**src/rtl/scanner_pkg.sv**
```systemverilog
// Shared geometry, FSM state type and row helpers for the dot-matrix scanner.
package scanner_pkg;

   localparam int ROWS = 8;
   localparam int COLS = 8;

   typedef enum logic [1:0] {
      LATCH = 2'd0,
      BLANK = 2'd1,
      ON    = 2'd2
   } scan_state_e;

   // Row r is driven on row_sel bit 7-r.
   function automatic logic [ROWS-1:0] row_onehot(input logic [2:0] r);
      return 8'h80 >> r;
   endfunction

   // Row 0 sits in the top byte of the frame image.
   function automatic logic [COLS-1:0] shadow_row(input logic [ROWS*COLS-1:0] img,
                                                  input logic [2:0] r);
      logic [5:0] base;
      base = {3'd7 - r, 3'd0};
      return img[base +: COLS];
   endfunction

endpackage

```
**src/rtl/scan_prescaler.sv**
```systemverilog
// Slot counter and row counter with slot/frame wrap strobes.
module scan_prescaler #(
   parameter int CLK_DIV = 1024,
   parameter int CNT_W   = $clog2(CLK_DIV)
) (
   input  logic             clk,
   input  logic             reset,
   output logic [CNT_W-1:0] cnt,
   output logic [2:0]       row,
   output logic             slot_wrap,
   output logic             frame_wrap
);

   localparam logic [CNT_W-1:0] CNT_MAX  = CNT_W'(CLK_DIV - 1);
   localparam logic [CNT_W-1:0] CNT_ONE  = CNT_W'(1);
   localparam logic [CNT_W-1:0] CNT_ZERO = CNT_W'(0);

   logic [CNT_W-1:0] cnt_q, cnt_d;
   logic [2:0]       row_q, row_d;
   logic             slot_wrap_s;

   assign slot_wrap_s = (cnt_q == CNT_MAX);

   always_comb begin
      cnt_d = cnt_q;
      row_d = row_q;
      if (slot_wrap_s) begin
         cnt_d = CNT_ZERO;
         row_d = row_q + 3'd1;
      end else begin
         cnt_d = cnt_q + CNT_ONE;
         row_d = row_q;
      end
   end

   always_ff @(posedge clk) begin
      if (reset) begin
         cnt_q <= CNT_ZERO;
         row_q <= 3'd0;
      end else begin
         cnt_q <= cnt_d;
         row_q <= row_d;
      end
   end

   assign cnt        = cnt_q;
   assign row        = row_q;
   assign slot_wrap  = slot_wrap_s;
   assign frame_wrap = slot_wrap_s && (row_q == 3'd7);

endmodule

```
**src/rtl/dot_matrix_scanner.sv**
```systemverilog
// 8x8 LED matrix row scanner with a tear-free frame shadow and registered drives.
// Optional PWM dimming from brightness[3:0] is compiled in when SCANNER_PWM_EN is defined.
module dot_matrix_scanner
   import scanner_pkg::*;
#(
   parameter int CLK_DIV   = 1024,
   parameter int BLANK_CYC = 4
) (
   input  logic        clk,
   input  logic        reset,
   input  logic [63:0] main_graphic,
   input  logic [31:0] brightness,
   output logic [7:0]  row_sel,
   output logic [7:0]  col_data,
   output logic        frame_done
);

   localparam int CNT_W = $clog2(CLK_DIV);
   localparam logic [CNT_W-1:0] BLANK_LAST = CNT_W'(BLANK_CYC - 1);
   localparam logic [CNT_W-1:0] CNT_ZERO   = CNT_W'(0);

   logic [CNT_W-1:0] cnt_s;
   logic [2:0]       row_s;
   logic             slot_wrap_s;
   logic             frame_wrap_s;
   logic             pwm_pass_s;

   scan_state_e      state_q, state_d;
   logic [63:0]      shadow_q, shadow_d;
   logic [7:0]       row_sel_q, row_sel_d;
   logic [7:0]       col_data_q, col_data_d;
   logic             frame_done_q, frame_done_d;

   scan_prescaler #(
      .CLK_DIV (CLK_DIV),
      .CNT_W   (CNT_W)
   ) u_prescaler (
      .clk        (clk),
      .reset      (reset),
      .cnt        (cnt_s),
      .row        (row_s),
      .slot_wrap  (slot_wrap_s),
      .frame_wrap (frame_wrap_s)
   );

`ifdef SCANNER_PWM_EN
   logic unused_brightness_s;
   assign unused_brightness_s = ^brightness[31:4];
   assign pwm_pass_s = (cnt_s[3:0] <= brightness[3:0]);
`else
   logic unused_brightness_s;
   assign unused_brightness_s = ^brightness;
   assign pwm_pass_s = 1'b1;
`endif

   always_comb begin
      state_d      = state_q;
      shadow_d     = shadow_q;
      row_sel_d    = 8'h00;
      col_data_d   = 8'h00;
      frame_done_d = frame_wrap_s;

      if ((row_s == 3'd0) && (cnt_s == CNT_ZERO)) begin
         shadow_d = main_graphic;
      end else begin
         shadow_d = shadow_q;
      end

      case (state_q)
         LATCH: begin
            state_d = BLANK;
         end
         BLANK: begin
            if (cnt_s >= BLANK_LAST) begin
               state_d = ON;
            end else begin
               state_d = BLANK;
            end
         end
         ON: begin
            if (slot_wrap_s) begin
               state_d = (row_s == 3'd7) ? LATCH : BLANK;
            end else begin
               state_d = ON;
            end
            if (pwm_pass_s) begin
               row_sel_d  = row_onehot(row_s);
               col_data_d = shadow_row(shadow_q, row_s);
            end else begin
               row_sel_d  = 8'h00;
               col_data_d = 8'h00;
            end
         end
         default: begin
            state_d = LATCH;
         end
      endcase
   end

   always_ff @(posedge clk) begin
      if (reset) begin
         state_q      <= LATCH;
         shadow_q     <= 64'h0;
         row_sel_q    <= 8'h00;
         col_data_q   <= 8'h00;
         frame_done_q <= 1'b0;
      end else begin
         state_q      <= state_d;
         shadow_q     <= shadow_d;
         row_sel_q    <= row_sel_d;
         col_data_q   <= col_data_d;
         frame_done_q <= frame_done_d;
      end
   end

   assign row_sel    = row_sel_q;
   assign col_data   = col_data_q;
   assign frame_done = frame_done_q;

endmodule

```
**config.mk**
```make
export PLATFORM = sky130hd
export DESIGN_NAME = dot_matrix_scanner
export DESIGN_NICKNAME = d
export VERILOG_FILES = /design/src/rtl/scanner_pkg.sv /design/src/rtl/scan_prescaler.sv /design/src/rtl/dot_matrix_scanner.sv
export SDC_FILE = /design/constraint.sdc
export NUM_CORES = 1
export LEC_CHECK = 0
export ABC_CLOCK_PERIOD_IN_PS = 4390
export BUFFER_PORTS_ARGS = -buffer_cell sky130_fd_sc_hd__buf_2
export CORE_ASPECT_RATIO = 1.25
export CORE_MARGIN = 8
export CORE_UTILIZATION = 54
export CTS_BUF_LIST = sky130_fd_sc_hd__clkbuf_8 sky130_fd_sc_hd__clkbuf_16
export DETAILED_ROUTE_END_ITERATION = 16
export GPL_TIMING_DRIVEN = 0
export HOLD_SLACK_MARGIN = 0.06
export PLACE_DENSITY = 0.83
export REMOVE_ABC_BUFFERS = 1
export SKIP_LAST_GASP = 1
export SYNTH_ARGS = -nofsm -noshare
export SYNTH_HDL_FRONTEND = slang
export SYNTH_SLANG_ARGS = --single-unit
```
**constraint.sdc**
```tcl
create_clock -name clk -period 4.39 [get_ports clk]
set_input_delay 0.439 -clock clk [delete_from_list [all_inputs] [get_ports clk]]
set_output_delay 0.439 -clock clk [all_outputs]
set_load 0.02 [all_outputs]
```
==> Yosys cells after proc, flatten, opt, wreduce, memory -nomap -nowiden <==
Index checks and enable logic that the tools add are counted.
{ "classes": {"add_sub_neg": 3, "mul": 0, "div": 0, "order_cmp": 1, "eq_ne": 4, "n_shift": 2, "muxes": 4, "n_bitwise": 1, "reduce_logical": 7} }
{ "op_table": {"columns": ["cell", "count"], "rows": [
  ["$shiftx 64x7->8", 1],
  ["$add 10x1->10 const B", 1],
  ["$eq 10x10->1 const B", 1],
  ["$ge 10x2->1 const B", 1],
  ["$logic_not 10->1", 1],
  ["$shr 8x3->8 const A", 1],
  ["$pmux 2 s3", 1],
  ["$mux 2", 2],
  ["$reduce_or 2->1", 2],
  ["$add 3x1->3 const B", 1],
  ["$eq 3x3->1 const B", 1],
  ["$logic_not 3->1", 1],
  ["$sub 3x3->3 const A", 1],
  ["$eq 2x1->1 const B", 1],
  ["$eq 2x2->1 const B", 1],
  ["$logic_and 1x1->1", 2],
  ["$logic_not 2->1", 1],
  ["$mux 1", 1],
  ["$not 1->1", 1]
]} }
{ "word_totals": {"ff_bits": 96, "latchBits": 0, "ramBits": 0, "mem_bits_ro": 0, "inputBits": 98, "out_inout_bits": 17, "elab_cells": 29, "mem_count": 0} }

==> Depth between registers and ports, before layout <==
{ "depth": {"depth_word": 4, "ltp_mapped": 9} }

==> Cells and area by module <==
Synthesis repeated with hierarchy kept, for this count alone.
{ "unflattened": {"cells_unflattened": 422, "area_unflattened_um2": 4578.1} }
{ "by_module_without_submodules": {"columns": ["mod", "instances", "cells_per_inst", "area_each_um2", "seq_area_each_um2"], "rows": [
  ["dot_matrix_scanner", 1, 356, 3966.3, 1661.6],
  ["scan_prescaler", 1, 66, 611.8, 260.2]
]} }

==> Worst setup path before layout <==
OpenSTA, ideal clock, no wires.
{ "synth_timing": {"kind": "register -> register", "start": "reg u_prescaler.row_q[1], in the netlist u_prescaler.row[1]", "end": "reg shadow_q[0]", "setup_time_ns": 0.118, "arrival_time_ns": 1.836, "path_slack_ns": 2.436, "path_stages_with_launch": 10, "path_buffers": 4, "synth_period_minus_slack_ns": 1.954, "path_cell_list": "dfxtp_1 > clkbuf_1 > buf_1 > inv_1 > ha_1 > nand2_1 > nor4_2 > buf_6 > buf_12 > mux2i_1"} }
{ "synth_between": {"elab_chain_len": 2} }
{ "synth_rtl": {"columns": ["element", "line_no", "text"], "rows": [
  ["from (decl)", "scan_prescaler.sv:19", "logic [2:0] row_q, row_d;"],
  ["from (signal assigned)", "scan_prescaler.sv:42", "row_q <= row_d;"],
  ["$logic_not 3->1", "dot_matrix_scanner.sv:63", "if ((row_s == 3'd0) && (cnt_s == CNT_ZERO)) begin"],
  ["$logic_and 1x1->1", "dot_matrix_scanner.sv:63", null],
  ["to (signal assigned)", "dot_matrix_scanner.sv:109", "shadow_q <= shadow_d;"],
  ["to (decl)", "dot_matrix_scanner.sv:29", "logic [63:0] shadow_q, shadow_d;"]
]} }
No other way between the ends.
A chain may end at the register's enable or synchronous reset.

==> Worst setup path in the final report <==
{ "layout_timing": {"start": "reg u_prescaler.row_q[1], in the netlist u_prescaler.row[1]", "end": "reg shadow_q[27]"} }
The elaborated chain is that of the path after synthesis.

==> summary by stage <==
Clock tree
After clock tree synthesis, the clock-pin slew on the worst setup and hold paths is 0.09 ns. In this run the number of H-tree levels came out at 3. The number of gates resized after CTS is 0. The number of buffers added for setup after CTS is 0. The quantity of hold-fixing buffers added after cts is 0. Counting along the longest clock path gives a buffer depth of 2. The TritonCTS clock tree is done. Counting every sink on the clock net gives 96. The cell sitting at the root of the clock tree is a clkbuf_8. The number of clock buffers inserted by TritonCTS is 9. At the later pin of the worst-skew pair, clock insertion delay measures 0.37 ns.

Setup path
For flop-to-flop paths, the worst setup slack is 1.80 ns. The largest individual stage delay along the critical path comes from the cell dfxtp_1. The worst stage delay on the critical path is 0.68 ns.

The family of cells with the greatest summed delay on the critical path is simple AND/OR/NAND/NOR gates. The critical path contains buffers and inverters numbering 3 combined. The critical path start-end classification is register to register. The worst register-to-register path ends at shadow_q[27]. For the worst setup path, the data required time is 4.68 ns.

In this run the worst path has a maximum fanout of 20. Counting stages on the worst path, the most repeated cell is buf_8. The startpoint kind of the worst setup timing path is a register. Traced cell by cell, the critical path runs through inv_1 -> ha_1 -> nand2_1 -> nor4_4 -> buf_8 -> buf_8 -> mux2i_1. The worst register-to-register path begins at u_prescaler.row[1].

In this run the worst setup path begins at u_prescaler.row[1]. For the worst flop-to-flop path, the logic depth is 7. The endpoint kind of the worst setup timing path is a register. The worst endpoint data arrival time is 2.88 ns.

Placement
The final weighted congestion in routability-driven placement is 0.7532. After detailed placement, the total cell area comes to 4987 um^2. Input and output buffers added on the ports amount to 82. Once detailed placement completed, the half-perimeter wirelength came to 6170 um.

Logic synthesis
In this run the cell area of the synthesized design comes to 4571 um^2. After synthesis, the cell types taking the most area are dfxtp_1 42%, nand2b_1 18%, mux2i_1 14%. The number of synthesized register bits is 96. The async set-reset flop share out of synthesis is 0%. The top cell type by area accounts for 42.05% of the synthesized area. After synthesis, the most frequently instantiated cells are 133 x nand2b_1, 96 x dfxtp_1, 66 x mux2i_1, 19 x clkbuf_1, 16 x mux4_2. The prevailing post-synth register cell is dfxtp_1.

The part of the Yosys area used for sequential elements is 42.05%. A synthesized cell averages 10.83 um^2. The unique cell type count in the Yosys netlist is 38. The number of enable-type register cells in the synthesized netlist is 0. Yosys printed 0 warnings. The most frequent cell after synthesis is nand2b_1. The leading area contributor after synthesis is dfxtp_1.

The synthesized instance count is 422.

Timing
The part of the cycle the worst path needs is 58.93%. Setup violations remaining at the end of the flow were counted as 0. At the pin with the least slew margin, the transition time is 1.086 ns. On the final layout, the worst clock skew is 0.009470 ns. The final number of max-transition violations was 0. The final critical-path required period is 2.587 ns. The total negative setup slack is 0 ns. Setup repair after global routing left no endpoint under its margin. Timing would allow up to 386.5 MHz.

Headroom to the max-slew limit came out at 27.36%. The number of hold violations in the final report came to 0.

Min path
The hold-critical path depth is 3. For hold timing, the worst endpoint is shadow_q[48]. The worst hold path belongs to the class input port to register.

The worst hold path begins at main_graphic[48].

Route
Once detail routing completed, the nets flagged for antenna violations numbered 0. The iteration count of the initial detailed-routing pass is 4. The average wire per cell in the routed design is 15.29 um.

Using the TritonRoute via totals, the vias-per-cell ratio works out to 5.251. Detailed routing inserted a total of 3114 vias. The wire length after detailed routing is 9067 um. For this run, design rule violations remaining after detail routing come to 0. For this block, the initial DRC count from the detailed router was 213.

Floorplanning
The initial utilization of the core area, before any placement, comes to 55.47%. The area of the core is 8240 um^2. After floorplanning, the core was divided into 37 placement rows. The die footprint is 11680 um^2. From left edge to right edge, the die measures 98.29 um. The overall die height is 118.9 um. The number of top-level pins is 115.

GRT
The initial antenna violation count is 0. The number of global-route vias before repair came to 3349. The aggregate global-route resource usage is 16.41%. The final global-route overflow total is 0. Entering global routing, the biggest net connects 150 pins. The global-route wire length before repair is 15570 um.

Cells and area
The layout overhead on the synthesized area is 13.22%. Of the cells placed in the final design, the portion with a size suffix greater than 1 is 25.20%. In the final design database the tool counted 597 nets. The count of inserted antenna diode cells is 0. The area of all placed cells without fillers is 5175 um^2.

Pwr
Dividing total power by cell area gives a power density of 348.1 nW/um^2. Summed over all cells, the static leakage comes to 2.199 nW. IR analysis of the VDD net gives a maximum drop of 0.2272 mV.

Job
Across the run, the number of max-cap violations was 0.

Run status
The run finished with clean final reports.
## kinds of logic (layout without fill, tap and decap cells)
family / count (synthesis) / count (layout) / synth area share, %
DFF: 96 / 96 / 42.05
muxes: 83 / 83 / 22.58
adders and majority gates: 7 / 7 / 1.916
AOI/OAI and AO/OA: 24 / 24 / 3.696
xor gates and xnor gates: 3 / 3 / 0.5750
buffers and inverters: 36 / 110 / 5.311
and+or+nand+nor: 173 / 173 / 23.87
## metrics by stage
stage | setup WS, ns | utilization (%) | total power, mW | hold WS (ns) | cells
finish | 1.803 | 62.80 | 1.801 | 0.3205 | 593
global route | 1.653 | 62.80 | 1.883 | 0.3210 | 593
CTS | 1.625 | 62.78 | 1.814 | 0.3126 | 593
detailed placement | 1.668 | 60.52 | 1.264 | 0.4582 | 578
global placement | -4.082 | 59.29 | 1.268 | 0.4555 | 572
floorplan | -2.142 | - | 1.188 | 0.4448 | 393
## layout make-up
cell class,instances,area [um^2]
clock buffer,9,123.9
clock inverter,6,62.56
fill,688,3065
inverter,7,26.28
multi-input combinational,290,2415
sequential,96,1923
tap,97,121.4
timing repair buffer,88,503.0
## worst min-delay path, cell delays in order
cell      delay (ns)
buf_2           0.10
nand2b_1        0.06
mux2i_1         0.06
## worst max path at each step
stage / end / slack (ns) / cells past startpoint
3_5_place_dp: shadow_q[27] / 1.67 / 7
5_1_grt: shadow_q[27] / 1.65 / 7
6_report: shadow_q[27] / 1.80 / 7
3_3_place_gp: shadow_q[21] / -4.08 / 5
2_1_floorplan: shadow_q[0] / -2.14 / 5
4_1_cts: shadow_q[27] / 1.63 / 7
## cells in the final DEF (no fill, tap or decap), types with 2 or more instances in the layout
master and count:
mux4_2 16, nor2_1 6, ha_1 7, a211oi_1 2, mux2i_1 66, nand3_1 4, a21oi_1 4, nand2_1 2
clkbuf_8 9, inv_1 8, xnor2_1 2, buf_2 81, nor3b_1 2, nor3_1 2, a22o_1 9, buf_8 6
dfxtp_1 95, and2_1 9, o21ai_0 6, or3_1 3, clkinvlp_4 2, nand2b_1 133, or4_4 2, o31ai_1 2
## layer usage
metal  routed length [um]  vias to the layer above  track usage, %
met3                  303                       14           3.147
met4                  216                        0           8.085
met2                 4657                       57           28.77
li1                     -                     1573               -
met1                 3889                     1470           18.62
met5                    0                        -               0
## sequential cells by signal (all words and copies together), names as in the netlist
name and flops:
col_data 8, frame_done 1, row_sel 8, shadow_q 64, state_q 2, u_prescaler.cnt 10
u_prescaler.row 3
## report_power, final
group	internal, mW	switching, mW
Combinational	0.156	0.116
Clock	0.258	0.300
Sequential	0.937	0.0345
No activity file was read; power rests on OpenSTA's default activity.
